File: src/rtl/frame_buffer_scheduler.sv
// Ping-pong frame-buffer scheduler: captures vsync-framed pixels into one of two buffers and
// grants the newest complete frame to the consumer without ever sharing a buffer.
module frame_buffer_scheduler #(
   parameter int unsigned H_ACTIVE = 1024,
   parameter int unsigned V_ACTIVE = 768,
   parameter int unsigned PIX_W    = 20,
   parameter int unsigned CNT_W    = 8
) (
   input  logic             clk,
   input  logic             rst_n,
   input  logic             capture_en,
   input  logic             vsync,
   input  logic             rgb_de,
   input  logic [23:0]      rgb,
   output logic             wr_en,
   output logic [PIX_W:0]   wr_addr,
   output logic [23:0]      wr_data,
   input  logic             rd_req,
   output logic             rd_grant,
   output logic             rd_buf,
   input  logic             rd_done,
   output logic [1:0]       frame_ready,
   output logic [CNT_W-1:0] drop_cnt,
   output logic [CNT_W-1:0] err_cnt
);

   localparam int unsigned     NPix   = H_ACTIVE * V_ACTIVE;
   localparam logic [PIX_W:0]  NPixC  = (PIX_W + 1)'(NPix);
   localparam logic [CNT_W-1:0] CntMax = '1;

   typedef enum logic {WIdle, WCapt}  w_state_e;
   typedef enum logic {RIdle, RGrant} r_state_e;

   w_state_e         w_state_q, w_state_d;
   r_state_e         r_state_q, r_state_d;
   logic             vsync_q;
   logic             tgt_q, tgt_d;
   logic             last_q, last_d;
   logic             newest_q, newest_d;
   logic [PIX_W:0]   pix_cnt_q, pix_cnt_d;
   logic             ovr_q, ovr_d;
   logic             wr_en_q, wr_en_d;
   logic [PIX_W:0]   wr_addr_q, wr_addr_d;
   logic [23:0]      wr_data_q, wr_data_d;
   logic             rd_buf_q, rd_buf_d;
   logic [1:0]       frame_ready_q, frame_ready_d;
   logic [CNT_W-1:0] drop_q, drop_d;
   logic [CNT_W-1:0] err_q, err_d;

   logic       rise, fall, start, start_tgt, grant_q;
   logic       drop_inc, err_inc;
   logic [1:0] set_ready, clr_ready, rd_clr, busy, avail;

   assign rise    = vsync & ~vsync_q;
   assign fall    = ~vsync & vsync_q;
   assign grant_q = (r_state_q == RGrant);
   assign start   = (w_state_q == WIdle) & rise & capture_en;
   // Alternate buffers, but never steal the one the consumer currently holds.
   assign start_tgt = (grant_q && (~last_q == rd_buf_q)) ? last_q : ~last_q;

   always_comb begin
      w_state_d = w_state_q;
      tgt_d     = tgt_q;
      last_d    = last_q;
      newest_d  = newest_q;
      pix_cnt_d = pix_cnt_q;
      ovr_d     = ovr_q;
      wr_en_d   = 1'b0;
      wr_addr_d = wr_addr_q;
      wr_data_d = wr_data_q;
      set_ready = 2'b00;
      clr_ready = 2'b00;
      drop_inc  = 1'b0;
      err_inc   = 1'b0;
      unique case (w_state_q)
         WIdle: begin
            if (start) begin
               w_state_d            = WCapt;
               tgt_d                = start_tgt;
               last_d               = start_tgt;
               pix_cnt_d            = '0;
               ovr_d                = 1'b0;
               clr_ready[start_tgt] = 1'b1;
               drop_inc             = frame_ready_q[start_tgt];
            end
         end
         WCapt: begin
            if (fall) begin
               w_state_d = WIdle;
               if ((pix_cnt_q == NPixC) && !ovr_q) begin
                  set_ready[tgt_q] = 1'b1;
                  newest_d         = tgt_q;
               end else begin
                  err_inc = 1'b1;
               end
            end else if (rgb_de) begin
               if (pix_cnt_q < NPixC) begin
                  wr_en_d   = 1'b1;
                  wr_addr_d = {tgt_q, pix_cnt_q[PIX_W-1:0]};
                  wr_data_d = rgb;
                  pix_cnt_d = pix_cnt_q + 1'b1;
               end else begin
                  ovr_d = 1'b1;
               end
            end
         end
         default: w_state_d = WIdle;
      endcase
   end

   // A buffer being (or about to be) written is never offered to the consumer.
   always_comb begin
      busy = 2'b00;
      if (w_state_q == WCapt) begin
         busy[tgt_q] = 1'b1;
      end else if (start) begin
         busy[start_tgt] = 1'b1;
      end
   end

   assign avail = frame_ready_q & ~busy;

   always_comb begin
      r_state_d = r_state_q;
      rd_buf_d  = rd_buf_q;
      rd_clr    = 2'b00;
      unique case (r_state_q)
         RIdle: begin
            if (rd_req && (avail != 2'b00)) begin
               r_state_d = RGrant;
               rd_buf_d  = avail[newest_q] ? newest_q : ~newest_q;
            end
         end
         RGrant: begin
            if (rd_done) begin
               r_state_d        = RIdle;
               rd_clr[rd_buf_q] = 1'b1;
            end
         end
         default: r_state_d = RIdle;
      endcase
   end

   always_comb begin
      frame_ready_d = (frame_ready_q & ~clr_ready & ~rd_clr) | set_ready;
      drop_d        = (drop_inc && (drop_q != CntMax)) ? drop_q + 1'b1 : drop_q;
      err_d         = (err_inc && (err_q != CntMax)) ? err_q + 1'b1 : err_q;
   end

   always_ff @(posedge clk or negedge rst_n) begin
      if (!rst_n) begin
         w_state_q     <= WIdle;
         r_state_q     <= RIdle;
         vsync_q       <= 1'b0;
         tgt_q         <= 1'b0;
         last_q        <= 1'b1;
         newest_q      <= 1'b0;
         pix_cnt_q     <= '0;
         ovr_q         <= 1'b0;
         wr_en_q       <= 1'b0;
         wr_addr_q     <= '0;
         wr_data_q     <= '0;
         rd_buf_q      <= 1'b0;
         frame_ready_q <= 2'b00;
         drop_q        <= '0;
         err_q         <= '0;
      end else begin
         w_state_q     <= w_state_d;
         r_state_q     <= r_state_d;
         vsync_q       <= vsync;
         tgt_q         <= tgt_d;
         last_q        <= last_d;
         newest_q      <= newest_d;
         pix_cnt_q     <= pix_cnt_d;
         ovr_q         <= ovr_d;
         wr_en_q       <= wr_en_d;
         wr_addr_q     <= wr_addr_d;
         wr_data_q     <= wr_data_d;
         rd_buf_q      <= rd_buf_d;
         frame_ready_q <= frame_ready_d;
         drop_q        <= drop_d;
         err_q         <= err_d;
      end
   end

   assign wr_en       = wr_en_q;
   assign wr_addr     = wr_addr_q;
   assign wr_data     = wr_data_q;
   assign rd_grant    = grant_q;
   assign rd_buf      = rd_buf_q;
   assign frame_ready = frame_ready_q;
   assign drop_cnt    = drop_q;
   assign err_cnt     = err_q;

endmodule

File: config.mk
export PLATFORM = sky130hd
export DESIGN_NAME = frame_buffer_scheduler
export DESIGN_NICKNAME = d
export VERILOG_FILES = /design/src/rtl/frame_buffer_scheduler.sv
export SDC_FILE = /design/constraint.sdc
export NUM_CORES = 1
export LEC_CHECK = 0
export BUFFER_PORTS_ARGS = -buffer_cell sky130_fd_sc_hd__buf_2
export CAP_MARGIN = 30
export CORE_ASPECT_RATIO = 1.2
export CORE_UTILIZATION = 45
export DETAILED_ROUTE_END_ITERATION = 10
export PLACE_DENSITY = 0.69
export SLEW_MARGIN = 20
export SYNTH_ARGS = -nofsm -noshare
export SYNTH_HDL_FRONTEND = slang
export SYNTH_SLANG_ARGS = --single-unit
File: constraint.sdc
create_clock -name clk -period 2.11 [get_ports clk]
set_input_delay 0.3165 -clock clk [delete_from_list [all_inputs] [get_ports clk]]
set_output_delay 0.3165 -clock clk [all_outputs]
set_load 0.01 [all_outputs]
-- After elaboration in Yosys (flattened, before gate mapping)
Cells that the tools add are included.
- bits in registers: 93
- output and inout port bits: 66
- logic and storage cells: 114
- add/sub/neg operators: 3
- magnitude comparators: 8
- equal/unequal tests: 9
- multiplexer cells: 45
- bitwise logic cells: 18
- reduce and logical (&&, ||, !) cells: 16
- operator list (kind ; number):
    $mux W21 ; 4
    $pmux W21 S2 ; 1
    $mux W1 ; 26
    $add A21 B1 Y21 const B ; 1
    $eq A21 B20 Y1 const B ; 1
    $lt A21 B20 Y1 const B ; 1
    $add A8 B1 Y8 const B ; 2
    $mux W2 ; 8
    $ne A8 B8 Y1 const B ; 2
    $reduce_and A4 Y1 ; 3
    $logic_and A1 B1 Y1 ; 8
    $lt A1 B2 Y1 const B ; 4
    $ne A2 B2 Y1 const B ; 4
    $not A1 Y1 ; 7
    $and A2 B2 Y2 ; 3
    $not A2 Y2 ; 3
    $pmux W1 S2 ; 3
    $and A1 B1 Y1 ; 4
    $reduce_and A2 Y1 ; 2
    $demux W1 S1 ; 3
    $ge A1 B1 Y1 const B ; 3
    $reduce_and A3 Y1 ; 1
    $ne A2 B1 Y1 const B ; 1
    $or A2 B2 Y2 ; 1
    3 further kinds ; 3

-- Longest topological paths before layout
Gate-level depths: netlist of the first run.
- word-level depth: 16
- mapped depth: 7
- mapped depth without buffers: 7

-- Worst setup path after synthesis of the first run
OpenSTA, ideal clock, no wires.
- path kind: reg-to-reg
- start point: reg pix_cnt_q[0]
- end point: reg err_q[1], in the netlist err_cnt[1]
- setup time: 128 ps
- arrival time: 1590 ps
- setup slack: 392 ps
- cell stages (with the launch flop): 7
- buffers on the path: 0
- period minus slack after synthesis: 1718 ps
- path through: dfrtp_1 inv_1 ha_1 nor3b_1 nand4_2 o21ai_4 mux2_1
- word-level cells in the longest chain between the ends: 6
- RTL lines (item ; line ; source):
    from (decl) ; 40 ; logic [PIX_W:0] pix_cnt_q, pix_cnt_d;
    from (signal assigned) ; 174 ; pix_cnt_q <= pix_cnt_d;
    $eq A21 B20 Y1 ; 90 ; if ((pix_cnt_q == NPixC) && !ovr_q) begin
    $logic_and A1 B1 Y1 ; 90 ;
    $mux W1 ; 90 ;
    $mux W1 ; 88 ; if (fall) begin
    $mux W1 ; 75 ; unique case (w_state_q)
    $logic_and A1 B1 Y1 ; 147 ; err_d = (err_inc && (err_q != CntMax)) ? err_q + 1'b1 : err_q;
    to (signal assigned) ; 182 ; err_q <= err_d;
    to (decl) ; 48 ; logic [CNT_W-1:0] err_q, err_d;
No other way between the ends.
A chain may end at the register's enable or synchronous reset.

-- Worst setup path after layout of the first run
- start point: reg pix_cnt_q[1]
- end point: reg err_q[1], in the netlist err_cnt[1]
The elaborated chain is that of the path after synthesis.

==> results of run 1 <==
==> worst max-delay path by stage <==
stage | from | endpoint | slack, ps | cells after the start
global route | pix_cnt_q[1] | err_cnt[1] | 20 | 6
global placement | pix_cnt_q[0] | err_cnt[1] | 250 | 6
detailed placement | pix_cnt_q[1] | err_cnt[1] | 150 | 6
CTS | pix_cnt_q[1] | err_cnt[1] | 130 | 6
finish | pix_cnt_q[1] | err_cnt[1] | 170 | 6
floorplan | pix_cnt_q[0] | err_cnt[1] | 390 | 6
==> cell families after synthesis <==
| logic type | share of synthesized area (%) |
|---|---|
| compound gates | 3.76 |
| xor+xnor | 6.58 |
| fa+ha+maj | 1.21 |
| buf+inv | 2.58 |
| flops | 56.4 |
| mux | 1.30 |
| simple gates | 28.2 |
==> sequential cells by signal, indices dropped and copies added (netlist names) <==
signal       flops
rd_buf           1
newest_q         1
wr_addr         21
pix_cnt_q       21
frame_ready      2
drop_cnt         8
w_state_q        1
wr_en            1
err_cnt          8
rd_grant         1
ovr_q            1
tgt_q            1
wr_data         24
vsync_q          1
last_q           1
==> stage by stage <==
stage          instance area [um^2]  worst slack [ps]
5_1_grt                        5040              20.5
3_5_place_dp                   4780               149
4_1_cts                        5040               127
3_3_place_gp                   4780               253
2_1_floorplan                  4130               392
6_report                       5040               174
==> layer usage <==
layer  wire length, um  share of wire [%]
met3               397                4.6
met4               115                1.3
met2              4150                 48
met1              3980                 46
met5                 0                  0
==> power groups by stage <==
stage | registers, mW | clock network, mW | logic [mW]
floorplan | 2.33 | 0 | 0.364
global placement | 2.25 | 0 | 0.817
detailed placement | 2.26 | 0 | 0.840
CTS | 2.23 | 1.47 | 0.841
global route | 2.27 | 1.54 | 0.933
finish | 2.23 | 1.43 | 0.822
==> layout by cell type (no fill, tap or decap), types with 3 or more instances in the layout <==
| cell | count |
|---|---|
| nand2_1 | 148 |
| nor4_2 | 7 |
| dfrtp_1 | 92 |
| nor3_1 | 4 |
| nand4_1 | 6 |
| o21ai_0 | 10 |
| nand3_1 | 16 |
| and3_1 | 6 |
| buf_2 | 95 |
| nor4_1 | 3 |
| xnor2_1 | 19 |
| clkbuf_8 | 10 |
| nor2_1 | 27 |
| xor2_1 | 12 |
| nand2b_1 | 3 |
| a31oi_1 | 3 |
| buf_4 | 7 |
| buf_12 | 3 |
| inv_1 | 7 |
| bufinv_16 | 3 |
| ha_1 | 4 |
| nor3_2 | 6 |
==> final cells by class <==
cell class                      count  area (um^2)
Clock buffer                       10          138
Clock inverter                      6          110
Sequential cell                    93         2330
Inverter                            7         26.3
Timing Repair Buffer              106          598
Multi-Input combinational cell    297         1690
Fill cell                         771         3710
Tap cell                          117          146
==> worst max-delay path, stage by stage, from the launching register on <==
cell and delay [ps]:
dfrtp_1 420, inv_1 110, ha_1 150, nor3b_1 270, nand4_2 230, o21ai_4 300
mux2_1 340
==> what timing repair did <==
item / 4_1_cts / 5_1_grt
hold buffers: 1 / 0
endpoints found under the setup margin: 0 / 1
endpoints found under the hold margin: 39 / 0
==> results.md, run 1 <==
- Row count: 37
- Internal power: around 3.2 mW
- Post-Syn Area: approximately 0.0041 mm^2
- Critical Path AT: ~2200 ps
- Power per cell area: roughly 900 mW/mm^2
- Max-cap violation count: 0
- TritonCTS clock tree: built
- DPL Wire Length: roughly 6.1 mm
- R2r startpoint: pix_cnt_q[1]
- Final Util: 57.6%
- Die width: ~89 um
- Fraction of registers with async set/reset: 100%
- Power, Total: between 4 and 5 mW
- Fmax: between 500 and 600 MHz
- Total wire length: ~8.6 mm
- Clk_skew: around 8 ps
- DRC viols: 0
- Yosys reg bits: 93
- M1 GR Usage: between 20% and 30%
- GP Congestion: between 0.8 and 0.9
- Main synth FF type: dfrtp_1
- Part of the power in the clock network: about a third
- Register area share after synthesis: a little under three fifths
- Worst Setup End Kind: flip-flop
- Worst EP required: about 2400 ps
- Area leader, netlist: dfrtp_1
- Ranking of synthesized cells by area: dfrtp_1 56%, nand2_1 13%, xnor2_1 4.0%, xor2_1 2.5%, nor2_1 2.5%
- Die Span Y: around 110 um
- CTS resizes: 0
- Synth cell count leaders: 148 x nand2_1, 92 x dfrtp_1, 27 x nor2_1
- GRT overflow: 0
- First-pass GRT wire length: 14.8 mm
- Post-route antenna net violation count: 0
- Clock sink total: 93
- Fin cells: between 600 and 700
- Worst-path clk slew: 90 ps
- Setup TNS: 0 ps
- YS warnings: 0
- Post-CTS setup buffers: 0
- Layout cell share with drive strength beyond 1: 28.1%
- Initial Util: between 40% and 50%
- Initial DRC count: 140
- # diodes: 0
- Net Sw Frac: a little under 30%
- Initial antenna violation count: 0
- Top cell type's share of synthesized area: a little under three fifths
- Synth Instances: approximately 410
- Port buffer count: 96
- Met2 Resource Use GR: roughly 33%
- WL per Instance: 13.6 um
- Final Cycle Share: between 90% and 100%
- Most Crowded Layer GR: met2
- Pin count of the biggest net entering global routing: 43
- Mean Syn Cell Area: between 9 and 10 um^2
- Worst r2r dst: err_cnt[1]
- Fin crit period: slightly below 2000 ps
- Setup violators final: 0
- Core area: roughly 0.0087 mm^2
- Ports: 97
- All-Layer GR Usage: between 20% and 30%
- Vias: roughly 3200
- R2R Setup Slk: approximately 170 ps
- Clock Latency Late Sink: roughly 360 ps
- Peak VDD IR: 0.000469 V
- Synth cell types: 43
- Clock root buffer: clkbuf_8
- Flop pwr share: just under 50%
- Syn nets: 448
- Hold Startpoint: vsync
- Hold WC Path Type: primary input to flip-flop
- Count leader, synth: nand2_1
- Worst r2r path cells: 6
- H-tree levels: 3
- Worst-Margin Slew: about 570 ps
- WHS Path Cells: 1
- Post-synth EDFFs: 0
- TritonRoute pass-1 iters: 4
- Slew headroom: 61.8%
- Vias/cell: roughly 5
- Number of global-route vias before repair: 3252
- Met3 Usage GRT: around 5%
- Final hold violation count: 0
- Hold WS: between 100 and 150 ps
- WS Path Type: flip-flop to flip-flop
- Logic gate share of total power: 18.3%
- Area grow syn2layout: 22.1%
- CTS Buf Count: 9
- Outcome: finished clean
- Worst setup SP type: flip-flop
- RSZ-0062 raised after global routing: false
- Nets: between 500 and 600
- Leak pwr: about 2.7 nW
- Clock tree buffer depth: 2
- Net Sw Power: approximately 1.3 mW
- Max FO, Critical Path: 8
- Worst hold endpoint: vsync_q
- Full die area: roughly 0.0096 mm^2
- Placed Cells: 619
- Pins Over Slew Limit: 0
No activity file was read; power rests on OpenSTA's default activity.
==> run 2, diff against run 1 <==
CORE_ASPECT_RATIO = default   (was 1.2)
==> run 2 against run 1 <==
Against the previous run: critical path type unchanged; die area is essentially flat; non-clock buffer count up 3; global-route usage fell by 0.88 points; critical path depth unchanged; clock-buffer cell count fell by 1; clock power shrank 20%; first-iteration DRC count fell by 3.6%; utilization fell by 1.2 points; the flow now finishes with violations (design-rule violations); via count fell by 0.88%.
==> results.md, run 2 (synthesized netlist as in run 1, its figures left out) <==
- Total wire length: 8.50 mm
- Worst Setup End Kind: flip-flop
- Ports: 97
- Worst EP required: 2360 ps
- Pins Over Slew Limit: 0
- TritonRoute pass-1 iters: 7
- CTS resizes: 0
- Die Span Y: roughly 100 um
- Failing checks: design-rule violations
- Max-cap violation count: 0
- Clk_skew: 13.4 ps
- # diodes: 0
- Clock sink total: 93
- WL per Instance: 13.5 um
- Core area: 0.00881 mm^2
- Area grow syn2layout: 20.3%
- Clock root buffer: clkbuf_8
- Final Cycle Share: around nine tenths
- Most frequent cells in the layout: 148 x nand2_1, 95 x buf_2, 92 x dfrtp_1
- Pin count of the biggest net entering global routing: 47
- Row count: 34
- All-Layer GR Usage: between 10% and 20%
- Fillcell total: about 810
- Multi-input gate area: 0.00169 mm^2
- Final Util: ~56%
- Fmax: 526 MHz
- Worst-Margin Slew: 506 ps
- Post-route antenna net violation count: 0
- Nets: about 550
- Number of global-route vias before repair: between 3000 and 4000
- RSZ-0062 raised after global routing: false
- GP Congestion: slightly above 0.8
- Initial antenna violation count: 0
- Critical Path AT: 2150 ps
- WS Path Type: flip-flop to flip-flop
- Most common cell after layout, fill and taps aside: nand2_1
- Initial Util: a little under half
- Slew headroom: 66.1%
- Full die area: 0.00956 mm^2
- Setup violators final: 0
- Register area: about 0.0023 mm^2
- Hold WC Path Type: primary input to flip-flop
- Clock tree buffer depth: 2
- Fin crit period: roughly 1900 ps
- Peak VDD IR: roughly 0.00049 V
- Final hold violation count: 0
- Initial DRC count: ~140
- Setup TNS: 0 ps
- First-pass GRT wire length: between 10 and 15 mm
- Max reg flops: 24
- GRT overflow: 0
- H-tree levels: 3
- Die width: 97.8 um
- Worst setup SP type: flip-flop
- Vias/cell: 5.02
- Layout cell share with drive strength beyond 1: approximately 29%
- CTS Buf Count: 9
- Outcome: complete, but fails checks
- TritonCTS clock tree: built
- Port buffer count: between 90 and 100
- Clock Latency Late Sink: 360 ps
- Max FO, Critical Path: 8
- Leak pwr: 2.64 nW
- Vias: 3161
- Worst-path clk slew: about 110 ps
- Power per cell area: 846 mW/mm^2
- DPL Wire Length: 6.14 mm
- DRC viols: 6
- R2R Setup Slk: roughly 210 ps
run 2: changes by cell type in the layout (fill, tap and decap cells not counted), sizes merged:
| cell | previous run | this run |
|---|---|---|
| inv | 7 | 12 |
| bufinv | 3 | 0 |
| clkinv | 1 | 2 |
| clkinvlp | 2 | 0 |
| clkbuf | 10 | 9 |
| buf | 105 | 108 |
run 2: path summary, 6_finish.rpt:
path | startpoint | cells past startpoint | to
setup / recovery | pix_cnt_q[0] | 6 | err_cnt[1]
hold / removal | rgb[21] | 3 | wr_data[21]
setup reg to reg | pix_cnt_q[0] | 6 | err_cnt[1]
hold reg to reg | last_q | 2 | last_q
max in group asynchronous | rst_n | 3 | last_q
min in group asynchronous | rst_n | 2 | wr_data[22]
run 2: metrics by stage:
step | setup slack [ps] | power (mW) | hold WS (ps) | instance area (um^2) | cells
finish | 209 | 4.20 | 135 | 4970 | 630
global route | 39.7 | 4.46 | 121 | 4970 | 630
CTS | 175 | 4.25 | 123 | 4970 | 630
detailed placement | 198 | 3.10 | 260 | 4770 | 613
global placement | 239 | 3.07 | 256 | 4770 | 613
floorplan | 392 | 2.70 | 20.9 | 4130 | 413
run 2: critical path, stage by stage, from the launching register on:
cell,delay (ps)
dfrtp_1,440
inv_1,100
ha_1,140
nor3b_1,220
nand4_2,230
o21ai_4,320
mux2_1,340
run 2: cell type report:
cell class                      count  share of cell area [%]
Timing Repair Buffer              109                    12.0
Sequential cell                    93                    46.9
Clock inverter                      7                    1.28
Multi-Input combinational cell    297                    34.1
Tap cell                          108                    2.72
Inverter                            7                   0.529
Clock buffer                        9                    2.49
run 2: metal layers:
metal  GRT usage [%]  share of wire (%)  vias up
met2            31.3                 47       80
met5               0                  0        -
met1            25.9                 47     1501
li1                -                  -     1567
met3            4.22                4.5       13
met4            6.29                1.8        0
run 2: report_power, final:
| group | total, mW | switching (mW) | internal [mW] |
|---|---|---|---|
| Combinational | 0.826 | 0.481 | 0.345 |
| Clock | 1.15 | 0.687 | 0.458 |
| Sequential | 2.23 | 0.199 | 2.03 |
| Total | 4.20 | 1.37 | 2.83 |
run 2: repair_timing:
item                                   CTS  global route
hold buffers                             1             0
endpoints found under the hold margin   25             0
buffers inserted                         0             0
==> run 3, diff against run 2 <==
CORE_UTILIZATION = 53   (was 45)
PLACE_DENSITY = 0.79   (was 0.69)
==> run 3 against run 2 <==
Against the previous run: the flow now finishes without violations; hold slack improved by 8.5 ps; non-clock buffer count increased by 1; highest routed layer unchanged; via count grew 1.6%; first-iteration DRC count grew 33%.
==> results.md, run 3 (synthesized netlist as in run 1, its figures left out) <==
- GRT overflow: 0
- Pin count of the biggest net entering global routing: 34
- Vias/cell: between 5 and 6
- Most common cell after layout, fill and taps aside: nand2_1
- WS Path Type: flip-flop to flip-flop
- Initial Util: a little under three fifths
- Power per cell area: around 870 mW/mm^2
- Max-cap violation count: 0
- Hold WC Path Type: primary input to flip-flop
- Setup violators final: 0
- Clock sink total: 93
- Fin crit period: approximately 1900 ps
- H-tree levels: 3
- First-pass GRT wire length: roughly 15 mm
- Fmax: about 520 MHz
- Number of global-route vias before repair: 3360
- Final Cycle Share: 90.8%
- Layout cell share with drive strength beyond 1: approximately 28%
- CTS Buf Count: 9
- Max FO, Critical Path: 8
- GP Congestion: 0.840
- Total wire length: roughly 8.6 mm
- Die width: ~90 um
- Max reg flops: 24
- Row count: 31
- Area grow syn2layout: 20.9%
- # diodes: 0
- Final Util: about 67%
- Pins Over Slew Limit: 0
- Most frequent cells in the layout: 148 x nand2_1, 95 x buf_2, 92 x dfrtp_1
- Post-route antenna net violation count: 0
- Slew headroom: 70.4%
- Peak VDD IR: between 0.0004 and 0.0005 V
- WL per Instance: 13.8 um
- Initial antenna violation count: 0
- Met2 Resource Use GR: between 30% and 40%
- CP max stage cell: dfrtp_1
- Worst setup margin: 194 ps
- Worst-path clk slew: roughly 90 ps
- Full die area: around 0.008 mm^2
- Port buffer count: 96
- Setup TNS: 0 ps
- Core area: 0.00741 mm^2
- Final hold violation count: 0
- DRC viols: 0
- Critical Path AT: about 2200 ps
- Met3 Usage GRT: 3.70%
- CTS resizes: 0
- Leak pwr: around 2.7 nW
- Nets: 553
- Worst-Margin Slew: approximately 430 ps
- Clock tree buffer depth: 2
- Ports: 97
- Worst EP required: approximately 2400 ps
- RSZ-0062 raised after global routing: false
- Place WS: 219 ps
- TritonRoute pass-1 iters: 4
- All-Layer GR Usage: between 20% and 30%
- Most Crowded Layer GR: met2
- CP delay by family, top: simple AND/OR/NAND/NOR gates
- M1 GR Usage: between 20 and 30%
- Vias: 3211
- Worst setup SP type: flip-flop
- DPL Wire Length: slightly above 6 mm
- Worst Setup End Kind: flip-flop
- Outcome: finished clean
- Clk_skew: 7.70 ps
- TritonCTS clock tree: built
- Cell Chain, Critical Path: inv_1, ha_1, nor3b_1, nand4_2, o21ai_4, mux2_1
- Initial DRC count: 179
- Clock root buffer: clkbuf_8
- Die Span Y: 90.3 um
- CP peak stage delay: 420 ps
- CP Buf/Inv Count: 1
- Clock Latency Late Sink: between 300 and 400 ps
==> run 3: cell types whose count changed in the layout (fill, tap and decap cells not counted) <==
| cell | before | now |
|---|---|---|
| clkbuf_1 | 0 | 2 |
| inv_6 | 4 | 0 |
| inv_8 | 1 | 0 |
| clkinv_2 | 0 | 1 |
| clkinv_4 | 2 | 0 |
| buf_4 | 12 | 13 |
| clkinvlp_4 | 0 | 1 |
| clkbuf_8 | 9 | 10 |
| bufinv_16 | 0 | 2 |
==> run 3: where the power goes <==
part           switching [mW]  total (mW)  internal, mW  leakage [nW]
Combinational           0.480       0.822         0.342          1.31
Clock                   0.600        1.30         0.699         0.107
Sequential              0.195        2.23          2.03          1.23
Total                    1.28        4.35          3.07          2.65
==> run 3: area by class of cell <==
cell class	count	area, um^2
inverters	7	26.3
multi-input cells	297	1690
fillers	593	2420
well taps	99	124
clock buffers	12	145
repair buffers	110	603
clock inverters	4	72.6
flip-flops and latches	93	2330
==> run 3: per-layer routing <==
metal  wire (um)  part of all wire [%]  vias up
li1            -                     -     1564
met1        3870                    45     1549
met2        4120                    48       84
met3         406                   4.7       14
met4         168                   2.0        0
met5           0                     0        -
==> run 3: tightest hold or removal path: cells and delay by family <==
family                 cells  cell delay (ps)
and+or+nand+nor            2               80
buffers and inverters      1               70
==> run 3: timing repair <==
| action | 4_1_cts | 5_1_grt |
|---|---|---|
| buffers inserted | 0 | 0 |
| hold buffers | 1 | 0 |
| endpoints found under the hold margin | 14 | 0 |
==> run 3: path summary, 6_finish.rpt <==
check                             startpoint     endpoint  slack [ps]  cells after the start
worst max-delay path            pix_cnt_q[1]   err_cnt[1]         190                      6
worst min-delay path                 rgb[21]  wr_data[21]         140                      3
worst max register to register  pix_cnt_q[1]   err_cnt[1]         190                      6
worst min register to register   wr_addr[15]  wr_addr[15]         470                      2
max in group asynchronous              rst_n   wr_data[4]        1170                      3
min in group asynchronous              rst_n  drop_cnt[7]         360                      2
==> run 3: per-stage QoR <==
| stage | std cells | instance area [um^2] | hold slack (ps) | power, mW |
|---|---|---|---|---|
| floorplan | 413 | 4130 | 20.9 | 2.70 |
| global placement | 605 | 4760 | 201 | 3.06 |
| CTS | 622 | 4990 | 136 | 4.39 |
| finish | 622 | 4990 | 144 | 4.35 |
| global route | 622 | 4990 | 144 | 4.58 |
| detailed placement | 605 | 4760 | 201 | 3.09 |
